<file path="config.mk">
export PLATFORM = sky130hd
export DESIGN_NAME = ultrasonic_capture_scheduler
export DESIGN_NICKNAME = d
export VERILOG_FILES = /design/src/rtl/ultrasonic_capture_scheduler.sv
export SDC_FILE = /design/constraint.sdc
export NUM_CORES = 1
export LEC_CHECK = 0
export ABC_CLOCK_PERIOD_IN_PS = 3200
export CORE_ASPECT_RATIO = 1.1
export CORE_MARGIN = 3
export CORE_UTILIZATION = 40
export DETAILED_ROUTE_END_ITERATION = 10
export PLACE_DENSITY = 0.65
export SYNTH_ARGS = -nofsm -noshare
export SYNTH_HDL_FRONTEND = slang
export SYNTH_SLANG_ARGS = --single-unit
</file>
<file path="constraint.sdc">
create_clock -name SYS_CLK -period 3.2 [get_ports SYS_CLK]
set_input_delay 0.32 -clock SYS_CLK [delete_from_list [all_inputs] [get_ports SYS_CLK]]
set_output_delay 0.32 -clock SYS_CLK [all_outputs]
set_load 0.02 [all_outputs]
</file>
<file path="src/rtl/ultrasonic_capture_scheduler.sv">
// rtl/ultrasonic_capture_scheduler.sv - per-channel clear/settle/capture/drain sequencer for one ultrasonic receiver
//
// Purpose:
//   Steps a single receiver (ADC sampler + sample FIFO) across up to four ADC
//   channels. For every enabled channel, in ascending order, it flushes the
//   receiver, waits for the front end to settle, samples for a fixed window and
//   then streams the FIFO contents to the host through a one-entry output register.
//
// Ports:
//   SYS_CLK, RST       clock, synchronous active-high reset
//   start_i            1-cycle pulse, begins a scan of ch_mask_i (ignored when busy or mask==0)
//   ch_mask_i[3:0]     channel enable mask, latched on an accepted start
//   busy_o             high in every state except IDLE
//   done_o             1-cycle pulse at scan end
//   overflow_o         sticky: receiver FIFO filled during a window of the current scan
//   rx_rst_o           receiver clear (one cycle per channel)
//   rx_on_o            receiver sampling enable (capture window only)
//   rx_ch_sel_o[1:0]   receiver channel select
//   rx_read_req_o      receiver FIFO read request
//   rx_empty_i         receiver FIFO empty
//   rx_full_i          receiver FIFO full
//   rx_data_i[15:0]    receiver FIFO data, valid the cycle after a read request
//   dout_o[15:0]       sample word to host
//   dout_ch_o[1:0]     channel of dout_o
//   dout_last_o        final word of this channel
//   dout_valid_o       dout_* valid
//   dout_ready_i       host accepts the word when dout_valid_o & dout_ready_i

module ultrasonic_capture_scheduler #(
  parameter int WIN_BITS      = 24,
  parameter int WIN_CYCLES    = 200000,
  parameter int SETTLE_CYCLES = 16,
  parameter int GAP_CYCLES    = 4
) (
  input  logic        SYS_CLK,
  input  logic        RST,
  input  logic        start_i,
  input  logic [3:0]  ch_mask_i,
  output logic        busy_o,
  output logic        done_o,
  output logic        overflow_o,
  output logic        rx_rst_o,
  output logic        rx_on_o,
  output logic [1:0]  rx_ch_sel_o,
  output logic        rx_read_req_o,
  input  logic        rx_empty_i,
  input  logic        rx_full_i,
  input  logic [15:0] rx_data_i,
  output logic [15:0] dout_o,
  output logic [1:0]  dout_ch_o,
  output logic        dout_last_o,
  output logic        dout_valid_o,
  input  logic        dout_ready_i
);

  typedef enum logic [2:0] {
    S_IDLE,
    S_CLEAR,
    S_SETTLE,
    S_CAPTURE,
    S_GAP,
    S_DRAIN,
    S_NEXT,
    S_FINISH
  } state_t;

  // Counters load "length - 1" on state entry and leave the state when they reach zero.
  localparam logic [WIN_BITS-1:0] WIN_LOAD    = WIN_BITS'(WIN_CYCLES - 1);
  localparam logic [WIN_BITS-1:0] SETTLE_LOAD = WIN_BITS'(SETTLE_CYCLES - 1);
  localparam logic [WIN_BITS-1:0] GAP_LOAD    = WIN_BITS'(GAP_CYCLES - 1);

  state_t              state_q, state_d;
  logic [WIN_BITS-1:0] cnt_q, cnt_d;
  logic [3:0]          mask_q;
  logic [1:0]          ch_q;
  logic                ovf_q;
  logic                busy_q, done_q, rx_rst_q, rx_on_q;
  logic                rd_pend_q;
  logic [15:0]         dout_q;
  logic [1:0]          dout_ch_q;
  logic                dout_last_q, dout_valid_q;

  logic                cnt_zero;
  logic [3:0]          above_mask;
  logic                has_next;
  logic                rd_req;
  logic                drain_done;

  function automatic logic [1:0] lowest_set(input logic [3:0] m);
    logic [1:0] r;
    casez (m)
      4'b???1: r = 2'd0;
      4'b??10: r = 2'd1;
      4'b?100: r = 2'd2;
      default: r = 2'd3;
    endcase
    return r;
  endfunction

  assign cnt_zero   = (cnt_q == '0);
  // Enabled channels strictly above the current one.
  assign above_mask = mask_q & (4'b1110 << ch_q);
  assign has_next   = |above_mask;

  // A read is only issued when its data is guaranteed a free output register on
  // arrival: the register is empty now, or its word is being taken this cycle.
  // The pending flag keeps at most one read in flight.
  assign rd_req     = (state_q == S_DRAIN) && !rx_empty_i && !rd_pend_q &&
                      (!dout_valid_q || dout_ready_i);
  assign drain_done = rx_empty_i && !rd_pend_q && !dout_valid_q;

  always_comb begin
    state_d = state_q;
    case (state_q)
      S_IDLE:    if (start_i && (ch_mask_i != 4'd0)) state_d = S_CLEAR;
      S_CLEAR:   state_d = S_SETTLE;
      S_SETTLE:  if (cnt_zero) state_d = S_CAPTURE;
      S_CAPTURE: if (rx_full_i || cnt_zero) state_d = S_GAP;
      S_GAP:     if (cnt_zero) state_d = S_DRAIN;
      S_DRAIN:   if (drain_done) state_d = S_NEXT;
      S_NEXT:    state_d = has_next ? S_CLEAR : S_FINISH;
      S_FINISH:  state_d = S_IDLE;
      default:   state_d = S_IDLE;
    endcase
  end

  always_comb begin
    cnt_d = cnt_q;
    if (state_d != state_q) begin
      case (state_d)
        S_SETTLE:  cnt_d = SETTLE_LOAD;
        S_CAPTURE: cnt_d = WIN_LOAD;
        S_GAP:     cnt_d = GAP_LOAD;
        default:   cnt_d = '0;
      endcase
    end else if (!cnt_zero) begin
      cnt_d = cnt_q - WIN_BITS'(1);
    end
  end

  always_ff @(posedge SYS_CLK) begin
    if (RST) begin
      state_q      <= S_IDLE;
      cnt_q        <= '0;
      mask_q       <= 4'd0;
      ch_q         <= 2'd0;
      ovf_q        <= 1'b0;
      busy_q       <= 1'b0;
      done_q       <= 1'b0;
      rx_rst_q     <= 1'b0;
      rx_on_q      <= 1'b0;
      rd_pend_q    <= 1'b0;
      dout_q       <= 16'd0;
      dout_ch_q    <= 2'd0;
      dout_last_q  <= 1'b0;
      dout_valid_q <= 1'b0;
    end else begin
      state_q <= state_d;
      cnt_q   <= cnt_d;

      // Control outputs are registered from the next state so they line up
      // exactly with the state they belong to.
      busy_q   <= (state_d != S_IDLE);
      done_q   <= (state_d == S_FINISH);
      rx_rst_q <= (state_d == S_CLEAR);
      rx_on_q  <= (state_d == S_CAPTURE);

      if ((state_q == S_IDLE) && (state_d == S_CLEAR)) begin
        mask_q <= ch_mask_i;
        ch_q   <= lowest_set(ch_mask_i);
        ovf_q  <= 1'b0;
      end

      if ((state_q == S_NEXT) && has_next) begin
        ch_q <= lowest_set(above_mask);
      end

      if ((state_q == S_CAPTURE) && rx_full_i) begin
        ovf_q <= 1'b1;
      end

      rd_pend_q <= rd_req;

      // rx_empty_i in the data cycle already reflects the read just made, so
      // it tells whether this word was the last one in the FIFO.
      if (rd_pend_q) begin
        dout_q       <= rx_data_i;
        dout_ch_q    <= ch_q;
        dout_last_q  <= rx_empty_i;
        dout_valid_q <= 1'b1;
      end else if (dout_ready_i) begin
        dout_valid_q <= 1'b0;
      end
    end
  end

  assign busy_o        = busy_q;
  assign done_o        = done_q;
  assign overflow_o    = ovf_q;
  assign rx_rst_o      = rx_rst_q;
  assign rx_on_o       = rx_on_q;
  assign rx_ch_sel_o   = ch_q;
  assign rx_read_req_o = rd_req;
  assign dout_o        = dout_q;
  assign dout_ch_o     = dout_ch_q;
  assign dout_last_o   = dout_last_q;
  assign dout_valid_o  = dout_valid_q;

endmodule

</file>
==> results.md <==
* Post-synth EDFFs at 0
* Die boundary height at 90.8 um
* Total leakage power at 0.00128 uW
* Outcome: complete, no violations
* Initial cell density of the core at 41.8%
* Areal power density over the cells at ~960 nW/um^2
* Total Negative Setup Slacks at 0 ns
* Routed Wire Length at 5.86 mm
* WS Path Type: register to register
* Standard cell area after detailed placement at 3240 um^2
* Syn. warnings at 0
* IO Port Bufs at 53
* Antenna violations before repair at 0
* Final hold violations at 0
* Layout-stage area growth over the synthesis result at 32.9%
* Clock transition at the register clock pins on the worst setup and hold paths after CTS at 0.07 ns
* Fillcell total at around 580
* Clock tree from TritonCTS: built
* Minimum clock period at 2.94 ns
* Final setup viols at 0
* Critical path startpoint category: register
* CTS resizes at 0
* Standard cell core area at 6270 um^2
* DR iter-0 viols at 57
* Post-synth top cells: 58 x sky130_fd_sc_hd__dfxtp_1, 57 x sky130_fd_sc_hd__nor2_1, 22 x sky130_fd_sc_hd__mux2i_1, 20 x sky130_fd_sc_hd__nand2_1, 19 x sky130_fd_sc_hd__a21oi_1
* Residual DRC at 0
* Die X-Extent at 83.1 um
* Buffers plus inverters on the worst setup path at 1
* Startpoint of the lowest-slack register-to-register path: cnt_q[0]$_SDFFE_PP0P_
* Crit-path cells: inv_1 -> ha_1 -> or4b_4 -> or3_1 -> o41a_1 -> o32a_4 -> a21o_2 -> a311oi_2
* TritonCTS sink count at 58
* Clk_lat worst skew at about 0.35 ns
* Synth top area share at 44.4%
* Synthesized instance count at between 200 and 300
* Master cell of the clock root buffer: sky130_fd_sc_hd__clkbuf_8
* Fin area at 3480 um^2
* Setup repair after global routing missed its margin: no
* Number of global-route vias before repair at 2220
* Maximum clock insertion buffer count at 2
* Reg-to-Reg End: cnt_q[3]$_SDFFE_PP0P_
* Net count of the mapped netlist at 323
* Number of buffers inserted by post-CTS setup repair at 0
* VDD IR max at 0.000446 V
* Hold wc startpoint: cnt_q[15]$_SDFFE_PP0P_
* Crit Path Max Fanout at 9
* Via count at 2241
* Residual overflow from global routing at 0
* Total Routing Usage GR at 16.5%
* Most frequent cell after synthesis: sky130_fd_sc_hd__dfxtp_1
* Die Area at 7550 um^2
* Top cell family by delay on the critical path: compound AO/OA/AOI/OAI gates
* Share of synthesized flip-flops with an asynchronous set or reset at 0%
* Sequential share of the synthesized area at 44.4%
* Via-to-Cell Ratio at 5.10
* Leading cell types by total area after synthesis: sky130_fd_sc_hd__dfxtp_1 44%, sky130_fd_sc_hd__mux2i_1 8.4%, sky130_fd_sc_hd__nor2_1 8.2%, sky130_fd_sc_hd__xnor2_1 4.0%, sky130_fd_sc_hd__a21oi_1 3.6%
* RD Place Congestion at 0.790
* Final HPWL DP at 4.36 mm
* Pin slew with the least headroom to its limit at 0.566 ns
* Worst min path class: register to register
* Master of the slowest instance on the critical path: sky130_fd_sc_hd__or4b_4
* Fraction of layout cells with a size suffix above 1 at 8.64%
* Final critical-path share of the clock period at 91.9%
* I/O pins at 54
* FP Rows at 30
* DRT antenna net count at 0
* Nets at 381
* Post-synthesis instance area at roughly 2600 um^2
* Hold worst-path end: cnt_q[15]$_SDFFE_PP0P_
* Largest incremental delay on the critical path at around 0.5 ns
* Number of max-slew violations in the final report at 0
* Relative max-transition margin at 62.2%
* # hold bufs at CTS at 0
* Routed WL per cell at 13.3 um
* Final antenna diode count at 0
* Clock Skew at 0.0109 ns
* Number of cells traversed by the worst hold path at 2
* TritonCTS buffer count at 9
* H-tree levels at 3
* Most used DFF post-synth: sky130_fd_sc_hd__dfxtp_1
* Setup slack, reg-to-reg at around 0.26 ns
* Number of iterations in the first detailed-routing pass at 4
* First-pass GRT wire length at 10.1 mm
* Required time of the critical path at 3.46 ns
* Synth Area per Inst at 8.84 um^2
* CP Data Arrival Time at 3.20 ns
* Number of distinct standard cells referenced by the synthesized netlist at between 50 and 60
* #FFs+latches synth at between 50 and 60
* Number of max-capacitance violations reported at 0
* Largest area contributor in the synthesized netlist: sky130_fd_sc_hd__dfxtp_1
* Maximum clock frequency at 0.340 GHz
* CP Capture Type: register
* Largest net degree at the start of global routing at 24
* Count of cells along the worst register-to-register path at 8
## report_power, final
group	switching [uW]	internal (uW)	total, uW	leakage (uW)
Clock	314	444	758	0.000110
Sequential	186	888	1070	0.000472
Combinational	819	684	1500	0.000698
## layout by cell type (no fill, tap or decap), types with 9 or more instances in the layout
cell / count
sky130_fd_sc_hd__nand2_1: 20
sky130_fd_sc_hd__a21oi_1: 19
sky130_fd_sc_hd__clkbuf_8: 9
sky130_fd_sc_hd__nor2_1: 57
sky130_fd_sc_hd__clkdlybuf4s50_1: 53
sky130_fd_sc_hd__mux2i_1: 22
sky130_fd_sc_hd__dfxtp_1: 58
sky130_fd_sc_hd__nor3_1: 11
sky130_fd_sc_hd__xnor2_1: 12
## worst max-delay path by stage
stage                               start               endpoint  slack (ns)  cells past startpoint
global route        cnt_q[0]$_SDFFE_PP0P_  cnt_q[3]$_SDFFE_PP0P_        0.07                      8
floorplan           cnt_q[0]$_SDFFE_PP0P_  cnt_q[3]$_SDFFE_PP0P_        0.20                     10
global placement    cnt_q[0]$_SDFFE_PP0P_  cnt_q[3]$_SDFFE_PP0P_        0.23                      8
detailed placement  cnt_q[0]$_SDFFE_PP0P_  cnt_q[3]$_SDFFE_PP0P_        0.19                      8
CTS                 cnt_q[0]$_SDFFE_PP0P_  cnt_q[3]$_SDFFE_PP0P_        0.16                      8
finish              cnt_q[0]$_SDFFE_PP0P_  cnt_q[3]$_SDFFE_PP0P_        0.26                      8
## metal layers
layer | up-vias | GRT usage [%] | part of all wire (%)
met2 | 46 | 27.6 | 48
li1 | 1157 | - | -
met1 | 1027 | 18.7 | 45
met4 | 0 | 7.77 | 2.2
met3 | 11 | 5.66 | 5.4
met5 | - | 0 | 0
## registers in the layout, indices dropped and copies added (netlist names), 2 cells and up
register     flops
cnt_q           24
dout_o          16
mask_q           3
state_q          3
dout_ch_o        2
rx_ch_sel_o      2
## area by class of cell
cell class / count / area (um^2) / area share (%)
clock buffer: 9 / 124 / 3.56
clock inverter: 7 / 103 / 2.95
inverter: 8 / 30.0 / 0.863
multi-input combinational: 216 / 1370 / 39.4
sequential: 58 / 1160 / 33.4
tap: 80 / 100 / 2.88
timing repair buffer: 61 / 591 / 17.0
## worst min-delay path: cells and delay by family, from the launching register on
kind | cells | cell delay, ns
compound gates | 2 | 0.12
flops | 1 | 0.32
## per-stage QoR
stage | utilization (%) | total power, uW | worst slack [ns] | std cells | hold WS [ns]
5_1_grt | 55.5 | 3610 | 0.0716 | 439 | 0.510
4_1_cts | 55.4 | 3350 | 0.160 | 439 | 0.488
2_1_floorplan | - | 2160 | 0.196 | 296 | 0.455
6_report | 55.5 | 3340 | 0.260 | 439 | 0.490
3_3_place_gp | 51.8 | 2560 | 0.229 | 423 | 0.452
3_5_place_dp | 51.8 | 2580 | 0.188 | 423 | 0.476
## logic make-up (layout without fill, tap and decap cells)
family                   count (synthesis)  count (layout)  synth area share (%)
AO/OA/AOI/OAI                           46              46                  12.8
XOR/XNOR                                20              20                  6.69
adder cells (fa/ha/maj)                  1               1                 0.478
buffers and inverters                   22              85                  3.59
flip-flops                              58              58                  44.4
multiplexers                            22              22                  8.41
AND/OR/NAND/NOR                        127             127                  23.7
(Power assumes the default switching activity.)
